--- src/rtl/imem_loader_pkg.sv ---
// Shared definitions for the instruction path: loader state encodings,
// byte width and the default instruction/address widths, so the fetch unit
// and the loader agree on the imem geometry.
package imem_loader_pkg;

    localparam int BYTE_W          = 8;
    localparam int DEFAULT_INSTR_W = 16;
    localparam int DEFAULT_ADDR_W  = 8;

    typedef enum logic [2:0] {
        ST_IDLE  = 3'd0,
        ST_LEN   = 3'd1,
        ST_DATA  = 3'd2,
        ST_WRITE = 3'd3,
        ST_CHECK = 3'd4,
        ST_RUN   = 3'd5,
        ST_ERR   = 3'd6
    } state_e;

    // A program longer than the memory cannot be loaded; only possible when
    // the memory holds fewer than 256 words.
    function automatic logic count_too_big(logic [BYTE_W-1:0] n, int depth);
        return int'(n) > depth;
    endfunction

endpackage

--- src/rtl/imem_loader_if.sv ---
// Byte-stream input and imem write port of the program loader. The loader
// connects through the master modport; the byte source and imem model use
// the slave modport.
interface imem_loader_if
    import imem_loader_pkg::*;
#(
    parameter int INSTR_W = DEFAULT_INSTR_W,
    parameter int ADDR_W  = DEFAULT_ADDR_W
) ();

    logic                in_valid;
    logic [BYTE_W-1:0]   in_data;
    logic                in_ready;
    logic                imem_we;
    logic [ADDR_W-1:0]   imem_addr;
    logic [INSTR_W-1:0]  imem_wdata;

    modport master (
        input  in_valid,
        input  in_data,
        output in_ready,
        output imem_we,
        output imem_addr,
        output imem_wdata
    );

    modport slave (
        output in_valid,
        output in_data,
        input  in_ready,
        input  imem_we,
        input  imem_addr,
        input  imem_wdata
    );

endinterface

--- src/rtl/imem_loader.sv ---
// Program loader: receives count byte, N instructions (MSB first) and an XOR
// checksum byte, writes each instruction into imem, and releases the core
// from reset only when the checksum matches. INSTR_W must be a multiple of 8.
module imem_loader
    import imem_loader_pkg::*;
#(
    parameter int INSTR_W = DEFAULT_INSTR_W,
    parameter int ADDR_W  = DEFAULT_ADDR_W
) (
    input  logic          clk,
    input  logic          reset,
    input  logic          start,
    imem_loader_if.master bus,
    output logic          cpu_reset,
    output logic          busy,
    output logic          done,
    output logic          error
);

    localparam int BPI    = INSTR_W / BYTE_W;
    localparam int DEPTH  = 1 << ADDR_W;
    localparam int BCNT_W = (BPI > 1) ? $clog2(BPI) : 1;

    state_e              state_q, state_d;
    logic [BYTE_W-1:0]   n_q, n_d;
    logic [BYTE_W-1:0]   csum_q, csum_d;
    logic [ADDR_W-1:0]   idx_q, idx_d;
    logic [BCNT_W-1:0]   bcnt_q, bcnt_d;
    logic [INSTR_W-1:0]  word_q, word_d;

    logic                in_ready_s;
    logic                accept;

    assign accept = bus.in_valid && in_ready_s;

    // State and datapath registers; reset leaves imem contents untouched.
    always_ff @(posedge clk) begin
        if (reset) begin
            state_q <= ST_IDLE;
            n_q     <= '0;
            csum_q  <= '0;
            idx_q   <= '0;
            bcnt_q  <= '0;
            word_q  <= '0;
        end else begin
            state_q <= state_d;
            n_q     <= n_d;
            csum_q  <= csum_d;
            idx_q   <= idx_d;
            bcnt_q  <= bcnt_d;
            word_q  <= word_d;
        end
    end

    // Next state plus byte assembly, checksum and address counting.
    always_comb begin
        state_d = state_q;
        n_d     = n_q;
        csum_d  = csum_q;
        idx_d   = idx_q;
        bcnt_d  = bcnt_q;
        word_d  = word_q;
        case (state_q)
            ST_IDLE: begin
                if (start) state_d = ST_LEN;
            end
            ST_LEN: begin
                if (accept) begin
                    n_d    = bus.in_data;
                    csum_d = bus.in_data;
                    idx_d  = '0;
                    bcnt_d = '0;
                    if (bus.in_data == '0)
                        state_d = ST_CHECK;
                    else if (count_too_big(bus.in_data, DEPTH))
                        state_d = ST_ERR;
                    else
                        state_d = ST_DATA;
                end
            end
            ST_DATA: begin
                if (accept) begin
                    word_d = INSTR_W'({word_q, bus.in_data});
                    csum_d = csum_q ^ bus.in_data;
                    if (bcnt_q == BCNT_W'(BPI - 1)) begin
                        bcnt_d  = '0;
                        state_d = ST_WRITE;
                    end else begin
                        bcnt_d = bcnt_q + BCNT_W'(1);
                    end
                end
            end
            ST_WRITE: begin
                // The last index is held rather than advanced so the counter
                // never wraps, even for a full-depth program.
                if (int'(idx_q) == int'(n_q) - 1) begin
                    state_d = ST_CHECK;
                end else begin
                    idx_d   = idx_q + ADDR_W'(1);
                    state_d = ST_DATA;
                end
            end
            ST_CHECK: begin
                if (accept)
                    state_d = (bus.in_data == csum_q) ? ST_RUN : ST_ERR;
            end
            ST_RUN, ST_ERR: begin
                if (start) state_d = ST_LEN;
            end
            default: state_d = ST_IDLE;
        endcase
    end

    // Outputs are pure state decode or register values, never input-driven.
    always_comb begin
        in_ready_s     = (state_q == ST_LEN) || (state_q == ST_DATA) ||
                         (state_q == ST_CHECK);
        busy           = in_ready_s || (state_q == ST_WRITE);
        done           = (state_q == ST_RUN);
        error          = (state_q == ST_ERR);
        cpu_reset      = (state_q != ST_RUN);
        bus.in_ready   = in_ready_s;
        bus.imem_we    = (state_q == ST_WRITE);
        bus.imem_addr  = idx_q;
        bus.imem_wdata = word_q;
    end

endmodule
--- src/flat_wrapper.sv ---
// flat-port wrapper written by rule: the top's interface ports become plain ports
module imem_loader_flat import imem_loader_pkg::*;
#(
    parameter int INSTR_W = DEFAULT_INSTR_W,
    parameter int ADDR_W  = DEFAULT_ADDR_W
)
  (clk, reset, start, cpu_reset, busy, done, error, bus_in_valid, bus_in_data, bus_in_ready, bus_imem_we, bus_imem_addr, bus_imem_wdata);
  imem_loader_if #(.INSTR_W(INSTR_W), .ADDR_W(ADDR_W)) bus_i ();
  input  logic clk;
  input  logic reset;
  input  logic start;
  output logic cpu_reset;
  output logic busy;
  output logic done;
  output logic error;
  input wire logic [$bits(bus_i.in_valid)-1:0] bus_in_valid;
  input wire logic [$bits(bus_i.in_data)-1:0] bus_in_data;
  output wire logic [$bits(bus_i.in_ready)-1:0] bus_in_ready;
  output wire logic [$bits(bus_i.imem_we)-1:0] bus_imem_we;
  output wire logic [$bits(bus_i.imem_addr)-1:0] bus_imem_addr;
  output wire logic [$bits(bus_i.imem_wdata)-1:0] bus_imem_wdata;
  assign bus_i.in_valid = bus_in_valid;
  assign bus_i.in_data = bus_in_data;
  assign bus_in_ready = bus_i.in_ready;
  assign bus_imem_we = bus_i.imem_we;
  assign bus_imem_addr = bus_i.imem_addr;
  assign bus_imem_wdata = bus_i.imem_wdata;
  imem_loader #(.INSTR_W(INSTR_W), .ADDR_W(ADDR_W)) u_core (.clk(clk), .reset(reset), .start(start), .bus(bus_i), .cpu_reset(cpu_reset), .busy(busy), .done(done), .error(error));
endmodule
--- config.mk ---
export PLATFORM = sky130hd
export DESIGN_NAME = imem_loader_flat
export DESIGN_NICKNAME = d
export VERILOG_FILES = /design/src/rtl/imem_loader_pkg.sv /design/src/rtl/imem_loader_if.sv /design/src/rtl/imem_loader.sv /design/src/flat_wrapper.sv
export SDC_FILE = /design/constraint.sdc
export NUM_CORES = 1
export LEC_CHECK = 0
export CORE_MARGIN = 4
export CORE_UTILIZATION = 55
export CTS_CLUSTER_DIAMETER = 80
export CTS_CLUSTER_SIZE = 28
export DETAILED_ROUTE_END_ITERATION = 6
export PLACE_DENSITY = 0.83
export SLEW_MARGIN = 20
export SYNTH_ARGS = -nofsm -noshare
export SYNTH_HDL_FRONTEND = slang
export SYNTH_SLANG_ARGS = --single-unit
--- constraint.sdc ---
create_clock -name clk -period 5.7 [get_ports clk]
set_clock_uncertainty 0.2 [all_clocks]
set_input_delay 1.14 -clock clk [delete_from_list [all_inputs] [get_ports clk]]
set_output_delay 1.14 -clock clk [all_outputs]
set_load 0.005 [all_outputs]
==> results.json, run 1 <==
{
  "status": "finished clean",
  "cts_buffer_depth": 2,
  "antenna_found_initial": 0,
  "min_path_cells": 2,
  "initialDrtViolationCount": 122,
  "finalHoldViolCount": 0,
  "grt_pass1_vias": 2016,
  "stdcell_count": 386,
  "dieArea_mm2": 0.00522,
  "vdd_drop_max_uv": 213,
  "startpoint_type": "register",
  "synth_top_flop_cell": "dfxtp_1",
  "cp-end-kind": "output port",
  "slowest_stage": "dfxtp_1",
  "cts_sinks": 44,
  "ios": 42,
  "area_delta_synth_final_pct": 24.4,
  "drc": 0,
  "synth_common_cells": "71 x nand2_1, 44 x dfxtp_1, 42 x a21oi_1",
  "yosys.area.top_type": "dfxtp_1",
  "crit_path_max_incr_delay_ns": 0.51,
  "root_buffer": "clkbuf_8",
  "holdCritPathClass": "register to register",
  "postCtsHoldBufs": 0,
  "cts_tree": "done",
  "synthArstFlopShare_pct": 0,
  "yosysMostFrequentCell": "nand2_1",
  "core_area_mm2": 0.00400,
  "vias_per_cell": 5.75,
  "ys_types": 39,
  "yosys_warnings": 0,
  "grt.overflow.total": 0,
  "h-tree-depth": 2,
  "rsz0062_at_grt": "no",
  "critPathRequiredTime_ns": 4.36,
  "ant_nets": 0,
  "first_pass_iters": 4,
  "gp_congestion": 0.826,
  "grt_usage_pct": 21.8,
  "post_cts_buffers": 0,
  "netlist_area_mm2": 0.00227,
  "worst_hold_slack_ns": 0.261,
  "slew_headroom_pct": 61.1,
  "setup_tns_ns": 0,
  "fin_crit_ns": 3.15,
  "power_density_mw_per_mm2": 335,
  "fp-row-count": 23,
  "critPathMaxFanout": 10,
  "synth_top_cell_area_share_pct": 38.8,
  "fp.dieW_um": 72.2,
  "worst-r2r-cell-count": 8,
  "dieHeight_um": 72.2,
  "drv_slew": 0,
  "worst_slack_ns": 2.55,
  "synth_cells": 299,
  "tightest_slew_ns": 0.584,
  "p_total_w": 0.000947,
  "setup_viol": 0,
  "io_buffers": 41,
  "cts_inserted_buffers": 5,
  "ys_ff_latch": 44,
  "dp_slack_ns": 2.50,
  "drive_above_1_share_pct": 5.06,
  "syn_nets": 313,
  "synth_enable_flop_cells": 0,
  "dr_total_vias": 2220,
  "dpl.hpwl_um": 3790,
  "dp.cells": 378,
  "cts.repair.resized": 0,
  "post-route-period-util_pct": 55.2,
  "wl_um": 5490,
  "path_class": "register to output port",
  "maxCapViolCount": 0,
  "final_nets": 349,
  "crit_top_cell": "inv_1",
  "avgRoutedWirePerCell_um": 14.2,
  "grt_max_degree": 41,
  "avgSynthCellArea_um2": 7.59,
  "seq_area_frac_synth_pct": 38.8,
  "max_freq_mhz": 318,
  "n_antenna_cell": 0,
  "crit_chain": "inv_1 > nor2_1 > nand2_1 > inv_1 > clkdlybuf4s50_1",
  "yosys-top-cells-area": "dfxtp_1 39%, nand2_1 12%, a21oi_1 9.3%",
  "clk_pin_slew_ns": 0.08,
  "clk_latency_ns": 0.31,
  "power.leakage_nw": 0.909,
  "grt_pass1_wl_um": 9000,
  "initial_core_util_pct": 56.7,
  "arrival_ns": 1.81
}
## placed cells by master (no fill, tap or decap), drive strengths merged
master         count
clkinv             1
xnor2             18
inv                8
nor3               5
a21o               3
ha                 2
or3b               1
clkbuf             6
a31oi              1
nand3              6
nor3b              2
o211ai             9
or4                4
nand4              3
a221oi             1
and2               2
bufinv             1
o2111a             1
nor2              17
nand3b             1
mux2               1
nand2             71
xor2               3
nand2b             5
o31ai              2
or3                5
a21oi             42
nor4               1
buf                1
a311oi             1
a211oi             3
o21ai             18
o221ai             1
dfxtp             44
and3               3
clkdlybuf4s50     41
o311ai             2
## routing by layer
metal	track usage [%]	part of all wire, %
met1	27.8	45
met2	34.5	46
met3	7.20	7.8
met4	7.93	1.7
met5	0	0
## final timing paths
kind	to	start	slack (ns)
worst min-delay path	u_core.bus.imem_wdata[14]	u_core.bus.imem_wdata[14]	0.26
worst max-delay path	done	u_core.state_q[2]	2.55
worst min register to register	u_core.bus.imem_wdata[14]	u_core.bus.imem_wdata[14]	0.26
worst max register to register	u_core.bus.imem_addr[7]	u_core.n_q[0]	3.10
## registers in the layout, indices dropped and copies added (netlist names)
signal and cells:
u_core.bus.imem_addr 8, u_core.bus.imem_wdata 16, u_core.bcnt_q 1, u_core.csum_q 8, u_core.n_q 8, u_core.state_q 3
## final cells by class
cell class / instances / area (um^2)
clock buffers: 6 / 82.6
clock inverters: 2 / 38.8
fillers: 363 / 1180
inverters: 8 / 30.0
multi-input cells: 234 / 1310
flip-flops and latches: 44 / 881
well taps: 50 / 62.6
repair buffers: 42 / 418
## cell families after synthesis
logic type / count (synthesis) / synth area share (%)
AND/OR/NAND/NOR: 126 / 25.4
buffers and inverters: 21 / 3.47
AO/OA/AOI/OAI: 84 / 22.7
XOR/XNOR: 21 / 8.10
multiplexers: 1 / 0.496
adder cells (fa/ha/maj): 2 / 1.10
flip-flops: 44 / 38.8
## power by group
part | switching [W] | leakage, nW | total, W | internal (W)
Sequential | 0.0000508 | 0.357 | 0.000395 | 0.000344
Combinational | 0.000158 | 0.491 | 0.000294 | 0.000135
Clock | 0.000115 | 0.0614 | 0.000258 | 0.000143
Total | 0.000324 | 0.909 | 0.000947 | 0.000623
## critical path: cells and delay by family (launching register included)
family                 cells  cell delay, ns
buffers and inverters      3            0.71
DFF                        1            0.51
and+or+nand+nor            2            0.29
## through the flow
stage,utilization [%],instance area [um^2]
6_report,70.6,2820
5_1_grt,70.6,2820
4_1_cts,70.6,2820
3_5_place_dp,67.5,2700
3_3_place_gp,67.5,2700
2_1_floorplan,-,2270
No activity file was read; power rests on OpenSTA's default activity.
==> inputs of run 2 (changes only) <==
- CORE_UTILIZATION: 55 -> 47
- PLACE_DENSITY: 0.83 -> 0.76
- clock period: 5.7 -> 2.8 ns (I/O delays scaled with it)
==> run 2 against run 1 <==
  * Sequential cell count unchanged
  * Sequential power is 100% higher
  * Non-clock buffer count rose by 5
  * Critical endpoint is now u_core.bus.imem_addr[5]
  * Largest cell class unchanged
  * Largest power group unchanged
==> results.json, run 2 (same netlist as run 1, synthesis figures left out) <==
{
  "grt_usage_pct": 19.2,
  "antenna_found_initial": 0,
  "final_cell_mix": "71 x nand2_1, 44 x dfxtp_1, 42 x a21oi_1, 41 x clkdlybuf4s50_1, 18 x xnor2_1",
  "status": "finished clean",
  "ant_nets": 0,
  "cp-end-kind": "register",
  "fp.dieW_um": 77.5,
  "grt_pass1_wl_um": 9540,
  "worst-r2r-cell-count": 8,
  "post-route-period-util_pct": 94.1,
  "gp_congestion": 0.833,
  "tightest_slew_ns": 0.526,
  "r2r_start": "u_core.n_q[0]",
  "crit_path_max_incr_delay_ns": 0.39,
  "path_class": "register to register",
  "drv_slew": 0,
  "clk_pin_slew_ns": 0.09,
  "post-route-cell-area_mm2": 0.00287,
  "dieArea_mm2": 0.00600,
  "slowest_stage": "nor3b_1",
  "max_freq_mhz": 380,
  "io_buffers": 41,
  "grt.overflow.total": 0,
  "arrival_ns": 2.66,
  "fin_crit_ns": 2.63,
  "n_antenna_cell": 0,
  "root_buffer": "clkbuf_8",
  "dp_slack_ns": 0.171,
  "ios": 42,
  "area_delta_synth_final_pct": 26.4,
  "power.leakage_nw": 0.927,
  "slew_headroom_pct": 64.7,
  "worstReg2RegEnd": "u_core.bus.imem_addr[5]",
  "maxCapViolCount": 0,
  "grt_max_degree": 40,
  "avgRoutedWirePerCell_um": 14.0,
  "cts_buffer_depth": 2,
  "min_delay_worst_endpoint": "u_core.bus.imem_wdata[15]",
  "drc": 0,
  "startpoint": "u_core.n_q[0]",
  "dieHeight_um": 77.5,
  "clk_latency_ns": 0.30,
  "h-tree-depth": 2,
  "dpl.hpwl_um": 3890,
  "cts_inserted_buffers": 5,
  "vdd_drop_max_uv": 375,
  "fp-row-count": 25,
  "reg2reg_slack_ns": 0.17,
  "grt_pass1_vias": 2066,
  "crit_chain": "inv_1 > ha_1 > nor3b_1 > nor3b_1 > xnor2_1 > o311ai_4 > or3_1 > a21oi_1",
  "setup_tns_ns": 0,
  "critPathRequiredTime_ns": 2.82,
  "finalHoldViolCount": 0,
  "wl_um": 5540,
  "worst_hold_slack_ns": 0.255,
  "power_density_mw_per_mm2": 674,
  "setup_viol": 0,
  "holdCritPathClass": "register to register",
  "worst_slack_ns": 0.165,
  "p_total_w": 0.00193,
  "postCtsHoldBufs": 0,
  "rsz0062_at_grt": "yes",
  "final_common_cell": "nand2_1",
  "drive_above_1_share_pct": 6.45,
  "cts_sinks": 44,
  "core_area_mm2": 0.00469,
  "min_path_cells": 2,
  "placed_area_mm2": 0.00274,
  "min_from": "u_core.bus.imem_wdata[15]",
  "startpoint_type": "register",
  "vias_per_cell": 5.49,
  "largest_register_ffs": 16,
  "final_nets": 354,
  "cts_tree": "done",
  "first_pass_iters": 4,
  "crit_top_cell": "nor3b_1",
  "critPathMaxFanout": 8,
  "dr_total_vias": 2170,
  "initialDrtViolationCount": 92,
  "initial_core_util_pct": 48.4
}
-- run 2: layout make-up --
type	count	area, um^2
clock buffers	5	68.8
clock inverters	3	46.3
fillers	448	1820
inverters	8	30.0
multi-input cells	234	1320
flip-flops and latches	44	881
well taps	54	67.6
repair buffers	47	455
-- run 2: where the power goes --
part / total (W) / internal (W) / switching, W
sequential: 0.000803 / 0.000701 / 0.000102
clock: 0.000502 / 0.000269 / 0.000233
combinational: 0.000629 / 0.000291 / 0.000338
total: 0.00193 / 0.00126 / 0.000673
-- run 2: layer usage --
metal	up-vias	global-route usage, %	share of wire, %
met2	46	32.5	48
met1	1003	24.1	46
met5	-	0	0
met3	7	5.22	5.3
met4	0	4.63	1.0
li1	1114	-	-
-- run 2: worst max path at each step --
stage / endpoint / cells after the start
after floorplan: u_core.bus.imem_addr[7] / 6
after global placement: u_core.bus.imem_addr[7] / 8
after detailed placement: u_core.bus.imem_addr[5] / 8
after CTS: u_core.bus.imem_addr[5] / 8
after global routing: u_core.bus.imem_addr[3] / 8
final: u_core.bus.imem_addr[5] / 8
-- run 2: stage by stage --
step,utilization (%),cells
final,61.1,395
after global routing,61.1,395
after CTS,60.9,395
after detailed placement,58.5,387
after global placement,58.5,387
after floorplan,-,299
-- run 2: repair_timing --
action | in CTS | in global routing
resized for setup | 0 | 1
endpoints found under the setup margin | 0 | 3
buffers inserted | 0 | 0
-- run 2: worst max-delay path, delay by kind of cell (launching register included) --
kind / cells / cell delay [ns]
buffers and inverters: 1 / 0.08
xor gates and xnor gates: 1 / 0.30
adders and majority gates: 1 / 0.18
DFF: 1 / 0.37
and+or+nand+nor: 3 / 1.05
AOI/OAI and AO/OA: 2 / 0.38
